===== src/rtl/ftoi_pkg.sv =====
// rtl/ftoi_pkg.sv - shared types and constants for the float-to-int pipeline
// Optional FTOI_PIPE_FLAGS_EN adds the subnormal-flush marker to the stage-1 record.
package ftoi_pkg;

  typedef enum logic [1:0] {
    RNE = 2'b00,
    RTZ = 2'b01,
    RDN = 2'b10,
    RUP = 2'b11
  } rm_e;

  localparam int F32_BIAS = 127;
  localparam int F32_EXP_W = 8;
  localparam int F32_MAN_W = 23;
  localparam logic [F32_EXP_W-1:0] F32_EXP_SPECIAL = 8'hFF;

  // Magnitude sized for the widest legal OUT_W (64) plus a rounding carry.
  localparam int MAG_W = 65;

  typedef struct packed {
    logic             sign;
    logic [MAG_W-1:0] mag;
    logic             guard;
    logic             sticky;
    rm_e              rm;
    logic             nan;
    logic             inf;
    logic             big;
`ifdef FTOI_PIPE_FLAGS_EN
    logic             sub_nz;
`endif
  } ftoi_s1_t;

endpackage


===== src/rtl/ftoi_round.sv =====
// rtl/ftoi_round.sv - IEEE rounding increment decision from sign, lsb, guard and sticky
// Purely combinational so it can be shared with the int-to-float direction.
module ftoi_round
  import ftoi_pkg::*;
(
  input  logic [1:0] rm,
  input  logic       sign,
  input  logic       lsb,
  input  logic       guard,
  input  logic       sticky,
  output logic       increment
);

  always_comb begin
    increment = 1'b0;
    case (rm_e'(rm))
      RNE:     increment = guard && (sticky || lsb);
      RTZ:     increment = 1'b0;
      RDN:     increment = sign && (guard || sticky);
      RUP:     increment = !sign && (guard || sticky);
      default: increment = 1'b0;
    endcase
  end

endmodule


===== src/rtl/ftoi_pipe.sv =====
// rtl/ftoi_pipe.sv - two-stage binary32 to signed integer converter with valid/ready
// Define FTOI_PIPE_FLAGS_EN to add the registered {invalid, inexact} flags output.
module ftoi_pipe
  import ftoi_pkg::*;
#(
  parameter int OUT_W = 32,
  parameter int FTZ   = 1
) (
  input  logic             clk,
  input  logic             rstn,
  input  logic             in_valid,
  output logic             in_ready,
  input  logic [31:0]      x,
  input  logic [1:0]       rm,
  output logic             out_valid,
  input  logic             out_ready,
`ifdef FTOI_PIPE_FLAGS_EN
  output logic [1:0]       flags,
`endif
  output logic [OUT_W-1:0] y
);

  localparam logic signed [9:0] OUT_W_S  = 10'(OUT_W);
  localparam logic signed [9:0] BIAS_S   = 10'(F32_BIAS);
  localparam logic signed [9:0] MAN_W_S  = 10'(F32_MAN_W);
  localparam logic [MAG_W-1:0]  LIM_NEG  = MAG_W'(1) << (OUT_W - 1);
  localparam logic [MAG_W-1:0]  LIM_POS  = LIM_NEG - MAG_W'(1);
  localparam logic [OUT_W-1:0]  MAX_POS  = {1'b0, {(OUT_W-1){1'b1}}};
  localparam logic [OUT_W-1:0]  MIN_NEG  = {1'b1, {(OUT_W-1){1'b0}}};

  logic     v1, v2;
  logic     s1_adv, s2_adv;
  ftoi_s1_t s1_d, s1_q;

  assign s2_adv    = !v2 || out_ready;
  assign s1_adv    = !v1 || s2_adv;
  assign in_ready  = s1_adv;
  assign out_valid = v2;

  // Stage 1: decode and align
  logic [F32_EXP_W-1:0] e_x;
  logic [F32_MAN_W-1:0] m_x;
  logic                 sub;
  logic [23:0]          sig;
  logic signed [9:0]    exp_u;
  logic [47:0]          ext, shr;
  logic [5:0]           lsh, rsh;

  assign e_x   = x[30:23];
  assign m_x   = x[22:0];
  assign sub   = (e_x == '0);
  assign sig   = (sub && (FTZ != 0)) ? 24'd0 : {!sub, m_x};
  assign exp_u = $signed({2'b00, e_x}) - BIAS_S;
  assign ext   = {sig, 24'd0};

  always_comb begin
    s1_d        = '0;
    lsh         = '0;
    rsh         = '0;
    shr         = '0;
    s1_d.sign   = x[31];
    s1_d.rm     = rm_e'(rm);
    s1_d.nan    = (e_x == F32_EXP_SPECIAL) && (m_x != '0);
    s1_d.inf    = (e_x == F32_EXP_SPECIAL) && (m_x == '0);
    s1_d.big    = (exp_u >= OUT_W_S);
`ifdef FTOI_PIPE_FLAGS_EN
    s1_d.sub_nz = sub && (m_x != '0) && (FTZ != 0);
`endif
    if (s1_d.big) begin
      s1_d.mag = '0;
    end else if (exp_u >= MAN_W_S) begin
      lsh      = 6'(exp_u - MAN_W_S);
      s1_d.mag = MAG_W'(sig) << lsh;
    end else if (exp_u >= -10'sd1) begin
      // Right shift of 1..24: bit 23 of the shifted window lands in guard.
      rsh         = 6'(MAN_W_S - exp_u);
      shr         = ext >> rsh;
      s1_d.mag    = MAG_W'(shr[47:24]);
      s1_d.guard  = shr[23];
      s1_d.sticky = |shr[22:0];
    end else begin
      s1_d.sticky = |sig;
    end
  end

  // Stage 2: round, negate, saturate
  logic             inc;
  logic [MAG_W-1:0] rnd;
  logic             ovf;
  logic [OUT_W-1:0] y_d;

  ftoi_round u_round (
    .rm        (s1_q.rm),
    .sign      (s1_q.sign),
    .lsb       (s1_q.mag[0]),
    .guard     (s1_q.guard),
    .sticky    (s1_q.sticky),
    .increment (inc)
  );

  assign rnd = s1_q.mag + MAG_W'(inc);
  assign ovf = s1_q.sign ? (rnd > LIM_NEG) : (rnd > LIM_POS);

  always_comb begin
    y_d = '0;
    if (s1_q.nan) begin
      y_d = MAX_POS;
    end else if (s1_q.inf || s1_q.big || ovf) begin
      y_d = s1_q.sign ? MIN_NEG : MAX_POS;
    end else if (s1_q.sign) begin
      y_d = -rnd[OUT_W-1:0];
    end else begin
      y_d = rnd[OUT_W-1:0];
    end
  end

`ifdef FTOI_PIPE_FLAGS_EN
  logic       invalid_d;
  logic [1:0] flags_d;
  assign invalid_d = s1_q.nan || s1_q.inf || s1_q.big || ovf;
  assign flags_d   = {invalid_d, !invalid_d && (s1_q.guard || s1_q.sticky || s1_q.sub_nz)};

  always_ff @(posedge clk or negedge rstn) begin
    if (!rstn) begin
      flags <= '0;
    end else if (s2_adv && v1) begin
      flags <= flags_d;
    end
  end
`endif

  always_ff @(posedge clk or negedge rstn) begin
    if (!rstn) begin
      v1   <= 1'b0;
      v2   <= 1'b0;
      s1_q <= '0;
      y    <= '0;
    end else begin
      if (s1_adv) begin
        v1 <= in_valid;
        if (in_valid) s1_q <= s1_d;
      end
      if (s2_adv) begin
        v2 <= v1;
        if (v1) y <= y_d;
      end
    end
  end

endmodule


===== config.mk =====
export PLATFORM = sky130hd
export DESIGN_NAME = ftoi_pipe
export DESIGN_NICKNAME = d
export VERILOG_FILES = /design/src/rtl/ftoi_pkg.sv /design/src/rtl/ftoi_round.sv /design/src/rtl/ftoi_pipe.sv
export SDC_FILE = /design/constraint.sdc
export NUM_CORES = 1
export LEC_CHECK = 0
export ABC_CLOCK_PERIOD_IN_PS = 5300
export CAP_MARGIN = 20
export CORE_MARGIN = 1.5
export CORE_UTILIZATION = 54
export DETAILED_ROUTE_END_ITERATION = 7
export HOLD_SLACK_MARGIN = 0.05
export PLACE_DENSITY = 0.73
export SETUP_SLACK_MARGIN = 0.2
export SYNTH_ARGS = -nofsm -noshare
export SYNTH_HDL_FRONTEND = slang
export SYNTH_SLANG_ARGS = --single-unit
export TNS_END_PERCENT = 1

===== constraint.sdc =====
create_clock -name clk -period 5.3 [get_ports clk]
set_input_delay 1.06 -clock clk [delete_from_list [all_inputs] [get_ports clk]]
set_output_delay 1.06 -clock clk [all_outputs]
set_load 0.02 [all_outputs]

==> key figures, run 1 <==
Run status
  • Status: completed

Global route
  • GR Util All Layers: 35.6%
  • Grt met1 use: 46.9%
  • First-pass GRT wire length: 61.1 mm
  • Largest net degree at the start of global routing: 72
  • GR Util met3: around 4.7%
  • M2 GR Usage: 56.0%
  • GRT overflow: 0
  • Most used routing layer in global routing: met2
  • Vias in the first global route: 11094
  • Antenna violations before repair: 0

Setup path
  • Most frequent CP cell: a21oi_1
  • CP max stage delay: 460 ps
  • CP required: between 5000 and 6000 ps
  • Register-to-Register Setup Slack: approximately 700 ps
  • Crit path kind: reg2reg
  • Reg2Reg Depth: 17
  • Crit path capture: y[0]$_DFFE_PN0P_
  • CP Launch Point: s1_q[3]$_DFFE_PN0P_
  • CP Buf/Inv Count: 2
  • CP Max Fanout: 24
  • R2R Path Start: s1_q[3]$_DFFE_PN0P_
  • Crit-path slowest cell: nor4_1
  • Nature of the critical path endpoint: register
  • Reg-to-Reg End: y[0]$_DFFE_PN0P_
  • WP data arrival: 4840 ps
  • Crit path cell chain: inv_1 -> a21oi_1 -> a31oi_1 -> o21ai_0 -> a21oi_1 -> ha_1 -> ha_2 -> nand3_4 -> nor4_1 -> o311ai_1 -> or3_1 -> or3_1 -> nor3_2 -> nand2_1 -> a211oi_4 -> buf_4 -> a21oi_1
  • WP depth: 17
  • Largest delay share family, worst path: simple AND/OR/NAND/NOR gates
  • CP startpoint kind: register

Logic synthesis
  • Post-Syn Instances: 1451
  • Top post-synthesis cells by count: nand2_1 (151), nor2_1 (108), dfrtp_1 (107), o21ai_0 (99), a21oi_1 (92)
  • Yosys top cell area share: between 20% and 30%
  • Leading area contributor after synthesis: dfrtp_1
  • Ranking of synthesized cells by area: dfrtp_1 (24%), nand2_1 (5.0%), mux2i_1 (4.7%)
  • Library cells used by synthesis: 94
  • Syn nets: 1500
  • Cell Area, Synth: about 11000 µm²
  • Seq/Total Area, Yosys: around a quarter
  • Avg Inst Size Synth: 7.74 µm²
  • Number of synthesized flops with an enable pin: 0
  • Post-synth top flop: dfrtp_1
  • Post-synth ARST share: 100%
  • Count leader, synth: nand2_1
  • Yosys reg bits: 107
  • Yosys Warn Count: 0

Power and ir drop
  • Internal power: 0.00200 W
  • Switch Pwr: 0.00160 W
  • Flop pwr share: 32.8%
  • Clock power frac: 18.6%
  • PwrDens: about 290 nW/µm²
  • Switch share: 44.4%
  • Pleak: 4.66 nW
  • Comb power frac: 48.5%
  • Worst IR Drop VDD: 0.151 mV

Place
  • Port bufs: approximately 70
  • Dpl hpwl: just under 30 mm
  • Placer Congestion: 0.983
  • Post-DP Area: 12100 µm²

STA
  • Worst Tran Pin Value: 1120 ps
  • Final Max Slew Viols: 0
  • Final setup viols: 0
  • Crit share post-route: 86.8%
  • RSZ-0062 raised after global routing: false
  • Fin Clk Skew: 14.6 ps
  • Tmin final: 4600 ps
  • Setup Total Neg Slack: 0 ps
  • Relative slew slack: roughly 25%
  • Final Hold Viols: 0
  • Fmax: 217 MHz

CTS
  • CTS Hold Bufs: 0
  • CTS tree: built
  • Clk Latency, worst-skew pair: 370 ps
  • CTS Sinks: between 100 and 150
  • Max Buffers Root-to-Sink: 2
  • H-tree level count: 3
  • CTS Buf Count: 9
  • CTS Root Cell: clkbuf_16
  • Worst-path clk slew: 80 ps

Die
  • Die ar.: 21700 µm²
  • Core ar.: approximately 20000 µm²
  • Starting Density: between 50% and 60%
  • IO Count: 72
  • Row count: 52
  • Die height: 147 µm
  • Die X: approximately 150 µm

Drt
  • Via count: 11957
  • First-pass iteration count of the detailed router: 6
  • Routed WL: 38.6 mm
  • Via density per instance: 6.88
  • Residual DRC count: 0
  • DR WL/cell: roughly 22 µm
  • ANT nets after route: 0
  • DR iter-0 viols: 1278

Final layout
  • # diodes: 0
  • Final instance area: between 10000 and 15000 µm²
  • FILL cells: 1902
  • Layout cell share with drive strength beyond 1: between 10% and 20%
  • Final nets: 1512
  • Area growth syn-to-layout: 10.8%

Flow run
  • Max-cap viol count: 0

Worst hold path
  • HP Start: v1$_DFFE_PN0N_
  • Hold Crit Class: reg2reg
-- how the worst min path moves through the flow --
stage                                       end  slack (ps)  cells past startpoint
after detailed placement    s1_q[5]$_DFFE_PN0P_         500                      1
after floorplan             s1_q[1]$_DFFE_PN0P_         440                      2
final                     out_valid$_DFFE_PN0P_         520                      1
after CTS                   s1_q[5]$_DFFE_PN0P_         520                      1
after global routing        s1_q[5]$_DFFE_PN0P_         530                      1
after global placement    out_valid$_DFFE_PN0P_         490                      1
-- logic make-up (layout without fill, tap and decap cells) --
logic type | after synthesis | count (layout) | share of synthesized area (%)
fa+ha+maj | 11 | 11 | 1.23
xor+xnor | 66 | 66 | 5.15
flops | 107 | 107 | 23.8
buf+inv | 133 | 150 | 5.30
compound gates | 464 | 464 | 28.1
mux | 90 | 90 | 9.44
simple gates | 580 | 580 | 27.0
-- worst reg2reg max path, cell delays in order (launching register included) --
cell and delay [ps]:
dfrtp_1 390, inv_1 90, a21oi_1 70, a31oi_1 120, o21ai_0 90, a21oi_1 130
ha_1 310, ha_2 360, nand3_4 240, nor4_1 460, o311ai_1 210, or3_1 380
or3_1 420, nor3_2 240, nand2_1 200, a211oi_4 260, buf_4 370, a21oi_1 130
-- registers in the layout, summed over array words and instances, names as in the netlist --
register and flops:
out_valid 1, v1 1, y 32, s1_q 73
-- layout by cell type, fill, tap and decap left out, drive strengths merged, types with 19 or more instances in the layout --
master / synthesis / routed
dfrtp: 107 / 107
nand4: 49 / 49
a21oi: 112 / 112
nand3: 61 / 61
xor2: 23 / 23
nor2: 109 / 109
clkdlybuf4s50: 0 / 69
nor4: 38 / 38
nor3: 50 / 50
xnor2: 43 / 43
and3: 26 / 26
o22ai: 24 / 24
mux2i: 53 / 53
o211ai: 33 / 33
a22o: 19 / 19
a31oi: 26 / 26
buf: 39 / 44
nand2: 151 / 151
inv: 20 / 24
o21ai: 100 / 100
mux2: 27 / 27
-- power by group through the flow --
stage | Combinational [W] | Sequential (W) | Clock [W]
floorplan | 0.00111 | 0.00118 | 0
global placement | 0.00169 | 0.00118 | 0
detailed placement | 0.00170 | 0.00119 | 0
CTS | 0.00172 | 0.00117 | 0.000679
global route | 0.00188 | 0.00121 | 0.000717
finish | 0.00175 | 0.00118 | 0.000671
-- what timing repair did --
item,in CTS,in global routing
endpoints found under the hold margin,0,0
gates resized for setup,0,6
endpoints found under the setup margin,0,32
setup buffers,0,0
-- metal layers --
layer / wire (µm) / vias up
li1: - / 5572
met1: 16200 / 5626
met2: 17500 / 631
met3: 2640 / 128
met4: 2260 / 0
met5: 0 / -
-- area by class of cell --
cell class	instances	area, µm²	area share (%)
clock buffer	9	225	1.81
multi-input combinational	1211	8040	64.6
timing repair buffer	113	1020	8.19
sequential	107	2680	21.5
clock inverter	7	67.6	0.543
tap	270	338	2.72
inverter	21	78.8	0.634
-- per-stage QoR --
stage / std cells / total power (W) / setup slack (ps) / utilization [%] / hold slack, ps
finish: 1738 / 0.00360 / 701 / 61.3 / 518
global route: 1738 / 0.00380 / 251 / 61.3 / 531
CTS: 1738 / 0.00357 / 319 / 61.1 / 519
detailed placement: 1722 / 0.00289 / 338 / 59.7 / 498
global placement: 1722 / 0.00287 / 453 / 59.7 / 491
floorplan: 1451 / 0.00229 / 652 / - / 444
(Power assumes the default switching activity.)
==> inputs of run 2 (changes only) <==
--- a/config.mk
+++ b/config.mk
@@ -8,5 +8,5 @@
 export ABC_CLOCK_PERIOD_IN_PS = 5300
 export CAP_MARGIN = 20
-export CORE_MARGIN = 1.5
+export CORE_MARGIN = 4
 export CORE_UTILIZATION = 54
 export DETAILED_ROUTE_END_ITERATION = 7
==> constraint.sdc (replaced) <==
create_clock -name clk -period 5.3 [get_ports clk]
set_input_delay 1.06 -clock clk [delete_from_list [all_inputs] [get_ports clk]]
set_output_delay 1.06 -clock clk [all_outputs]
set_load 0.01 [all_outputs]
==> key figures, run 2 (synthesis results as in run 1) <==
Run status
  • Status: completed (unchanged)

Place
  • Post-DP Area: 12100 µm² (about the same)
  • Port bufs: 71 (unchanged)
  • Dpl hpwl: 29.6 mm (about the same)
  • Placer Congestion: 0.992 (was 0.983)

CTS
  • CTS Root Cell: clkbuf_16 (unchanged)
  • CTS tree: built (unchanged)
  • CTS Buf Count: 9 (unchanged)
  • CTS Sinks: 107 (unchanged)
  • Max Buffers Root-to-Sink: 2 (unchanged)
  • H-tree level count: 3 (unchanged)
  • Postcts setup bufs: 0 (unchanged)
  • Worst-path clk slew: 80 ps (about the same)
  • Clk Latency, worst-skew pair: 370 ps (about the same)

STA
  • Fin Clk Skew: 15.4 ps (was 14.6 ps)
  • Crit share post-route: 89.3% (was 86.8%)
  • Worst Tran Pin Value: 1170 ps (was 1120 ps)
  • RSZ-0062 raised after global routing: false (unchanged)
  • Final setup viols: 0 (unchanged)
  • Final Hold Viols: 0 (unchanged)
  • Setup Total Neg Slack: 0 ps (unchanged)
  • Final Max Slew Viols: 0 (unchanged)
  • Worst hold slack: 518 ps (about the same)
  • Relative slew slack: 21.2% (was 24.7%)
  • Tmin final: 4730 ps (was 4600 ps)
  • Fmax: 211 MHz (was 217 MHz)

Drt
  • ANT nets after route: 0 (unchanged)
  • DR iter-0 viols: 1464 (was 1278)
  • Residual DRC count: 0 (unchanged)
  • Via count: 11865 (was 11957)
  • Routed WL: 38.0 mm (was 38.6 mm)
  • DR WL/cell: 21.9 µm (was 22.2 µm)
  • Via density per instance: 6.85 (was 6.88)
  • First-pass iteration count of the detailed router: 6 (unchanged)

Die
  • Die ar.: 23200 µm² (was 21700 µm²)
  • Row count: 52 (unchanged)
  • IO Count: 72 (unchanged)
  • Die height: 152 µm (was 147 µm)
  • Core ar.: 20400 µm² (was 20300 µm²)
  • Starting Density: 55.1% (was 55.3%)
  • Die X: 152 µm (was 147 µm)

Power and ir drop
  • Switch share: 43.3% (was 44.4%)
  • Pleak: 4.62 nW (was 4.66 nW)
  • Comb power frac: 47.4% (was 48.5%)
  • PwrDens: 284 nW/µm² (was 289 nW/µm²)
  • Flop pwr share: 33.6% (was 32.8%)
  • Switch Pwr: 0.00152 W (was 0.00160 W)
  • Internal power: 0.00199 W (was 0.00200 W)
  • Worst IR Drop VDD: 0.162 mV (was 0.151 mV)
  • Clock power frac: 19.0% (was 18.6%)

Final layout
  • Final nets: 1506 (was 1512)
  • Max reg flops: 73 (unchanged)
  • Layout cell share with drive strength beyond 1: 11.1% (was 11.5%)
  • Biggest regs: s1_q (73), y (32) (unchanged)
  • Commonest non-fill, non-tap cells in the layout: nand2_1 (150), nor2_1 (108), dfrtp_1 (107), o21ai_0 (99), a21oi_1 (92) (unchanged)
  • Final instance area: 12400 µm² (about the same)
  • # diodes: 0 (unchanged)
  • Commonest non-fill, non-tap cell in the layout: nand2_1 (unchanged)
  • Area growth syn-to-layout: 10.4% (was 10.8%)
  • Most flop-heavy register: s1_q (unchanged)

Global route
  • GR Util All Layers: 31.3% (was 35.6%)
  • Largest net degree at the start of global routing: 71 (was 72)
  • GRT overflow: 0 (unchanged)
  • Vias in the first global route: 10822 (was 11094)
  • First-pass GRT wire length: 59.5 mm (was 61.1 mm)
  • Antenna violations before repair: 0 (unchanged)

Setup path
  • Crit path kind: reg2reg (unchanged)
  • CP Max Fanout: 24 (unchanged)
  • CP required: 5540 ps (about the same)
  • CP startpoint kind: register (unchanged)
  • WP data arrival: 4970 ps (was 4840 ps)
  • Nature of the critical path endpoint: register (unchanged)

Flow run
  • Max-cap viol count: 0 (unchanged)

Worst hold path
  • Hold Crit Class: reg2reg (unchanged)
[run 2: cell count changes in the layout (fill, tap and decap cells not counted)]
cell and change:
buf_4 -7, buf_2 +1, clkinv_4 -1, clkinv_8 +1
clkinvlp_4 +1, inv_8 -1, nor3_1 +1, nor3_2 -1
nor4_1 -1, nor4_2 +1
[run 2: critical path, cell delays in order (launching register included)]
cell and delay, ps:
dfrtp_1 390, inv_1 80, a21oi_1 70, a31oi_1 130, o21ai_0 100, a21oi_1 130
ha_1 320, ha_2 370, nand2_1 80, o31ai_1 450, nand2_1 290, or3_1 470
or3_1 410, nor3_1 330, nand2_1 240, a211oi_4 270, buf_4 360, a21oi_1 120
[run 2: worst paths after layout]
check	startpoint	end	slack [ps]	cells after the start
worst max-delay path	s1_q[3]$_DFFE_PN0P_	y[0]$_DFFE_PN0P_	570	17
worst min-delay path	s1_q[1]$_DFFE_PN0P_	s1_q[1]$_DFFE_PN0P_	520	2
worst max register to register	s1_q[3]$_DFFE_PN0P_	y[0]$_DFFE_PN0P_	570	17
worst min register to register	s1_q[1]$_DFFE_PN0P_	s1_q[1]$_DFFE_PN0P_	520	2
max in group asynchronous	rstn	s1_q[3]$_DFFE_PN0P_	3390	2
min in group asynchronous	rstn	s1_q[53]$_DFFE_PN0P_	850	1
[run 2: power by group through the flow]
stage	logic, W	registers [W]	clock network, W
after floorplan	0.00111	0.00112	0
after global placement	0.00162	0.00118	0
after detailed placement	0.00163	0.00119	0
after CTS	0.00164	0.00117	0.000675
after global routing	0.00179	0.00120	0.000709
final	0.00167	0.00118	0.000667
[run 2: cell type report]
class                           instances  area [µm²]
Clock buffer                            9         225
Clock inverter                          7        71.3
Fill cell                            1913        7970
Inverter                               21        78.8
Multi-Input combinational cell       1211        8040
Sequential cell                       107        2680
Tap cell                              270         338
Timing Repair Buffer                  107         971
[run 2: timing repair]
| action | 4_1_cts | 5_1_grt |
|---|---|---|
| gates resized for setup | 0 | 6 |
| setup endpoints to repair | 0 | 30 |
| hold buffers | 0 | 0 |
[run 2: metal layers]
metal  routed length [µm]  global-route usage, %  part of all wire (%)  vias to the layer above
li1                     -                      -                     -                     5552
met1                15900                   41.3                    42                     5578
met2                17500                   51.3                    46                      630
met3                 2950                   5.00                   7.7                      105
met4                 1740                   12.8                   4.6                        0
met5                    0                      0                     0                        -
[run 2: stage by stage]
step / power [W] / std cells / setup slack, ps / util (%)
2_1_floorplan: 0.00223 / 1451 / 652 / -
3_3_place_gp: 0.00280 / 1715 / 518 / 59.2
3_5_place_dp: 0.00282 / 1716 / 377 / 59.3
4_1_cts: 0.00349 / 1732 / 349 / 60.7
5_1_grt: 0.00370 / 1732 / 238 / 60.9
6_report: 0.00352 / 1732 / 568 / 60.9
==> inputs of run 3 (changes only) <==
--- a/config.mk
+++ b/config.mk
@@ -7,5 +7,4 @@
 export LEC_CHECK = 0
 export ABC_CLOCK_PERIOD_IN_PS = 5300
-export CAP_MARGIN = 20
 export CORE_MARGIN = 4
 export CORE_UTILIZATION = 54
==> constraint.sdc (replaced) <==
create_clock -name clk -period 5.3 [get_ports clk]
set_input_delay 1.06 -clock clk [delete_from_list [all_inputs] [get_ports clk]]
set_output_delay 1.06 -clock clk [all_outputs]
set_load 0.02 [all_outputs]
==> key figures, run 3 (synthesis results as in run 1) <==
Place
  • Placer Congestion: 0.992 (unchanged)
  • Port bufs: 71 (unchanged)
  • Post-DP Area: 12100 µm² (about the same)
  • Dpl hpwl: 29.6 mm (about the same)

Final layout
  • Final nets: 1505 (was 1506)
  • Final instance area: 12400 µm² (unchanged)
  • Most flop-heavy register: s1_q (unchanged)
  • Commonest non-fill, non-tap cells in the layout: nand2_1 (150), nor2_1 (108), dfrtp_1 (107), o21ai_0 (99), a21oi_1 (92) (unchanged)
  • FILL cells: 1957 (was 1913)
  • Max reg flops: 73 (unchanged)
  • Area growth syn-to-layout: 10.4% (unchanged)
  • Commonest non-fill, non-tap cell in the layout: nand2_1 (unchanged)
  • Biggest regs: s1_q (73), y (32) (unchanged)
  • Layout cell share with drive strength beyond 1: 11.2% (was 11.1%)
  • # diodes: 0 (unchanged)

Setup path
  • Register-to-Register Setup Slack: 720 ps (was 570 ps)
  • CP Max Fanout: 24 (unchanged)
  • Crit path cell chain: inv_1 -> a21oi_1 -> a31oi_1 -> o21ai_0 -> a21oi_1 -> ha_1 -> ha_2 -> nand3_4 -> nor4_4 -> and2_0 -> a41oi_1 -> a211o_1 -> nor4_4 -> nand3_4 -> a211oi_4 -> buf_4 -> a21oi_1 (was inv_1 -> a21oi_1 -> a31oi_1 -> o21ai_0 -> a21oi_1 -> ha_1 -> ha_2 -> nand2_1 -> o31ai_1 -> nand2_1 -> or3_1 -> or3_1 -> nor3_1 -> nand2_1 -> a211oi_4 -> buf_4 -> a21oi_1)
  • R2R Path Start: s1_q[3]$_DFFE_PN0P_ (unchanged)
  • CP Launch Point: s1_q[3]$_DFFE_PN0P_ (unchanged)
  • Reg2Reg Depth: 17 (unchanged)
  • WP data arrival: 4810 ps (was 4970 ps)
  • CP required: 5530 ps (was 5540 ps)
  • Reg-to-Reg End: y[0]$_DFFE_PN0P_ (unchanged)
  • Crit-path slowest cell: nor4_4 (was or3_1)
  • Crit path capture: y[0]$_DFFE_PN0P_ (unchanged)
  • CP startpoint kind: register (unchanged)
  • CP max stage delay: 500 ps (was 470 ps)
  • Nature of the critical path endpoint: register (unchanged)
  • Crit path kind: reg2reg (unchanged)
  • Most frequent CP cell: a21oi_1

Power and ir drop
  • Switch share: 44.4% (was 43.3%)
  • Internal power: 0.00199 W (about the same)
  • Flop pwr share: 33.0% (was 33.6%)
  • Comb power frac: 48.4% (was 47.4%)
  • PwrDens: 289 nW/µm² (was 284 nW/µm²)
  • Clock power frac: 18.6% (was 19.0%)
  • Pleak: 4.62 nW (about the same)
  • Switch Pwr: 0.00159 W (was 0.00152 W)
  • Worst IR Drop VDD: 0.168 mV (was 0.162 mV)

Die
  • Die height: 152 µm (unchanged)
  • Starting Density: 55.1% (unchanged)
  • Die ar.: 23200 µm² (unchanged)
  • IO Count: 72 (unchanged)
  • Row count: 52 (unchanged)
  • Die X: 152 µm (unchanged)
  • Core ar.: 20400 µm² (unchanged)

STA
  • Final Max Slew Viols: 0 (unchanged)
  • Final Hold Viols: 0 (unchanged)
  • Crit share post-route: 86.3% (was 89.3%)
  • Tmin final: 4580 ps (was 4730 ps)
  • Final setup viols: 0 (unchanged)
  • Setup Total Neg Slack: 0 ps (unchanged)
  • Fmax: 219 MHz (was 211 MHz)
  • Fin Clk Skew: 15.3 ps (was 15.4 ps)
  • RSZ-0062 raised after global routing: false (unchanged)
  • Relative slew slack: 10.2% (was 21.2%)
  • Worst Tran Pin Value: 1330 ps (was 1170 ps)

Drt
  • Via count: 11937 (was 11865)
  • Residual DRC count: 0 (unchanged)
  • DR WL/cell: 22.0 µm (was 21.9 µm)
  • Via density per instance: 6.90 (was 6.85)
  • DR iter-0 viols: 1568 (was 1464)
  • Routed WL: 38.1 mm (was 38.0 mm)
  • First-pass iteration count of the detailed router: 7 (was 6)
  • ANT nets after route: 0 (unchanged)

CTS
  • Postcts setup bufs: 0 (unchanged)
  • CTS Buf Count: 9 (unchanged)
  • Clk Latency, worst-skew pair: 370 ps (about the same)
  • CTS Root Cell: clkbuf_16 (unchanged)
  • CTS Hold Bufs: 0 (unchanged)
  • Worst-path clk slew: 80 ps (about the same)
  • CTS Sinks: 107 (unchanged)
  • CTS tree: built (unchanged)
  • Max Buffers Root-to-Sink: 2 (unchanged)
  • H-tree level count: 3 (unchanged)

Global route
  • GR Util All Layers: 31.4% (was 31.3%)
  • GRT overflow: 0 (unchanged)
  • Vias in the first global route: 10839 (was 10822)
  • Antenna violations before repair: 0 (unchanged)
  • Largest net degree at the start of global routing: 71 (unchanged)
  • First-pass GRT wire length: 59.8 mm (was 59.5 mm)

Worst hold path
  • Hold Crit Class: reg2reg (unchanged)

Run status
  • Status: completed (unchanged)

Flow run
  • Max-cap viol count: 0 (unchanged)
-- run 3: metal layers --
metal	vias to the layer above	GRT usage [%]	wire, µm
met5	-	0	0
met4	0	14.1	2020
met3	125	4.88	2890
met2	640	50.1	17200
met1	5627	42.4	16000
li1	5545	-	-
-- run 3: cell type report --
cell class / instances / area (µm²) / share of cell area, %
Clock inverter: 7 / 71.3 / 0.575
Multi-Input combinational cell: 1211 / 8040 / 64.9
Sequential cell: 107 / 2680 / 21.6
Tap cell: 270 / 338 / 2.72
Clock buffer: 9 / 225 / 1.82
Inverter: 21 / 78.8 / 0.636
Timing Repair Buffer: 106 / 966 / 7.79
-- run 3: worst min-delay path by stage --
stage                        start                   to  slack [ps]  cells after the start
3_5_place_dp   s1_q[1]$_DFFE_PN0P_  s1_q[1]$_DFFE_PN0P_         500                      2
3_3_place_gp   s1_q[1]$_DFFE_PN0P_  s1_q[1]$_DFFE_PN0P_         500                      2
4_1_cts        s1_q[1]$_DFFE_PN0P_  s1_q[1]$_DFFE_PN0P_         520                      2
5_1_grt        s1_q[0]$_DFFE_PN0P_  s1_q[0]$_DFFE_PN0P_         550                      1
6_report       s1_q[1]$_DFFE_PN0P_  s1_q[1]$_DFFE_PN0P_         510                      2
2_1_floorplan  s1_q[1]$_DFFE_PN0P_  s1_q[1]$_DFFE_PN0P_         440                      2
-- run 3: what timing repair did --
item,in CTS,in global routing
hold endpoints to repair,0,0
setup endpoints to repair,0,32
resized for setup,0,7
-- run 3: power groups by stage --
stage               registers [W]  clock network [W]  logic (W)
floorplan                 0.00118                  0    0.00111
finish                    0.00118           0.000668    0.00173
detailed placement        0.00119                  0    0.00170
global route              0.00120           0.000709    0.00186
global placement          0.00118                  0    0.00168
CTS                       0.00117           0.000676    0.00171
-- run 3: stage by stage --
| stage | std cells | util (%) | hold WS [ps] | setup slack [ps] | power, W |
|---|---|---|---|---|---|
| after detailed placement | 1715 | 59.2 | 497 | 373 | 0.00289 |
| final | 1731 | 60.9 | 512 | 724 | 0.00358 |
| after floorplan | 1451 | - | 444 | 652 | 0.00229 |
| after global placement | 1715 | 59.2 | 499 | 518 | 0.00286 |
| after global routing | 1731 | 60.9 | 545 | 233 | 0.00377 |
| after CTS | 1731 | 60.7 | 519 | 326 | 0.00355 |
-- run 3: worst max-delay path: cells and delay by family, from the launching register on --
family / cells / cell delay, ps
AO/OA/AOI/OAI: 8 / 1240
adder cells (fa/ha/maj): 2 / 680
buffers and inverters: 2 / 440
flip-flops: 1 / 390
AND/OR/NAND/NOR: 5 / 1680
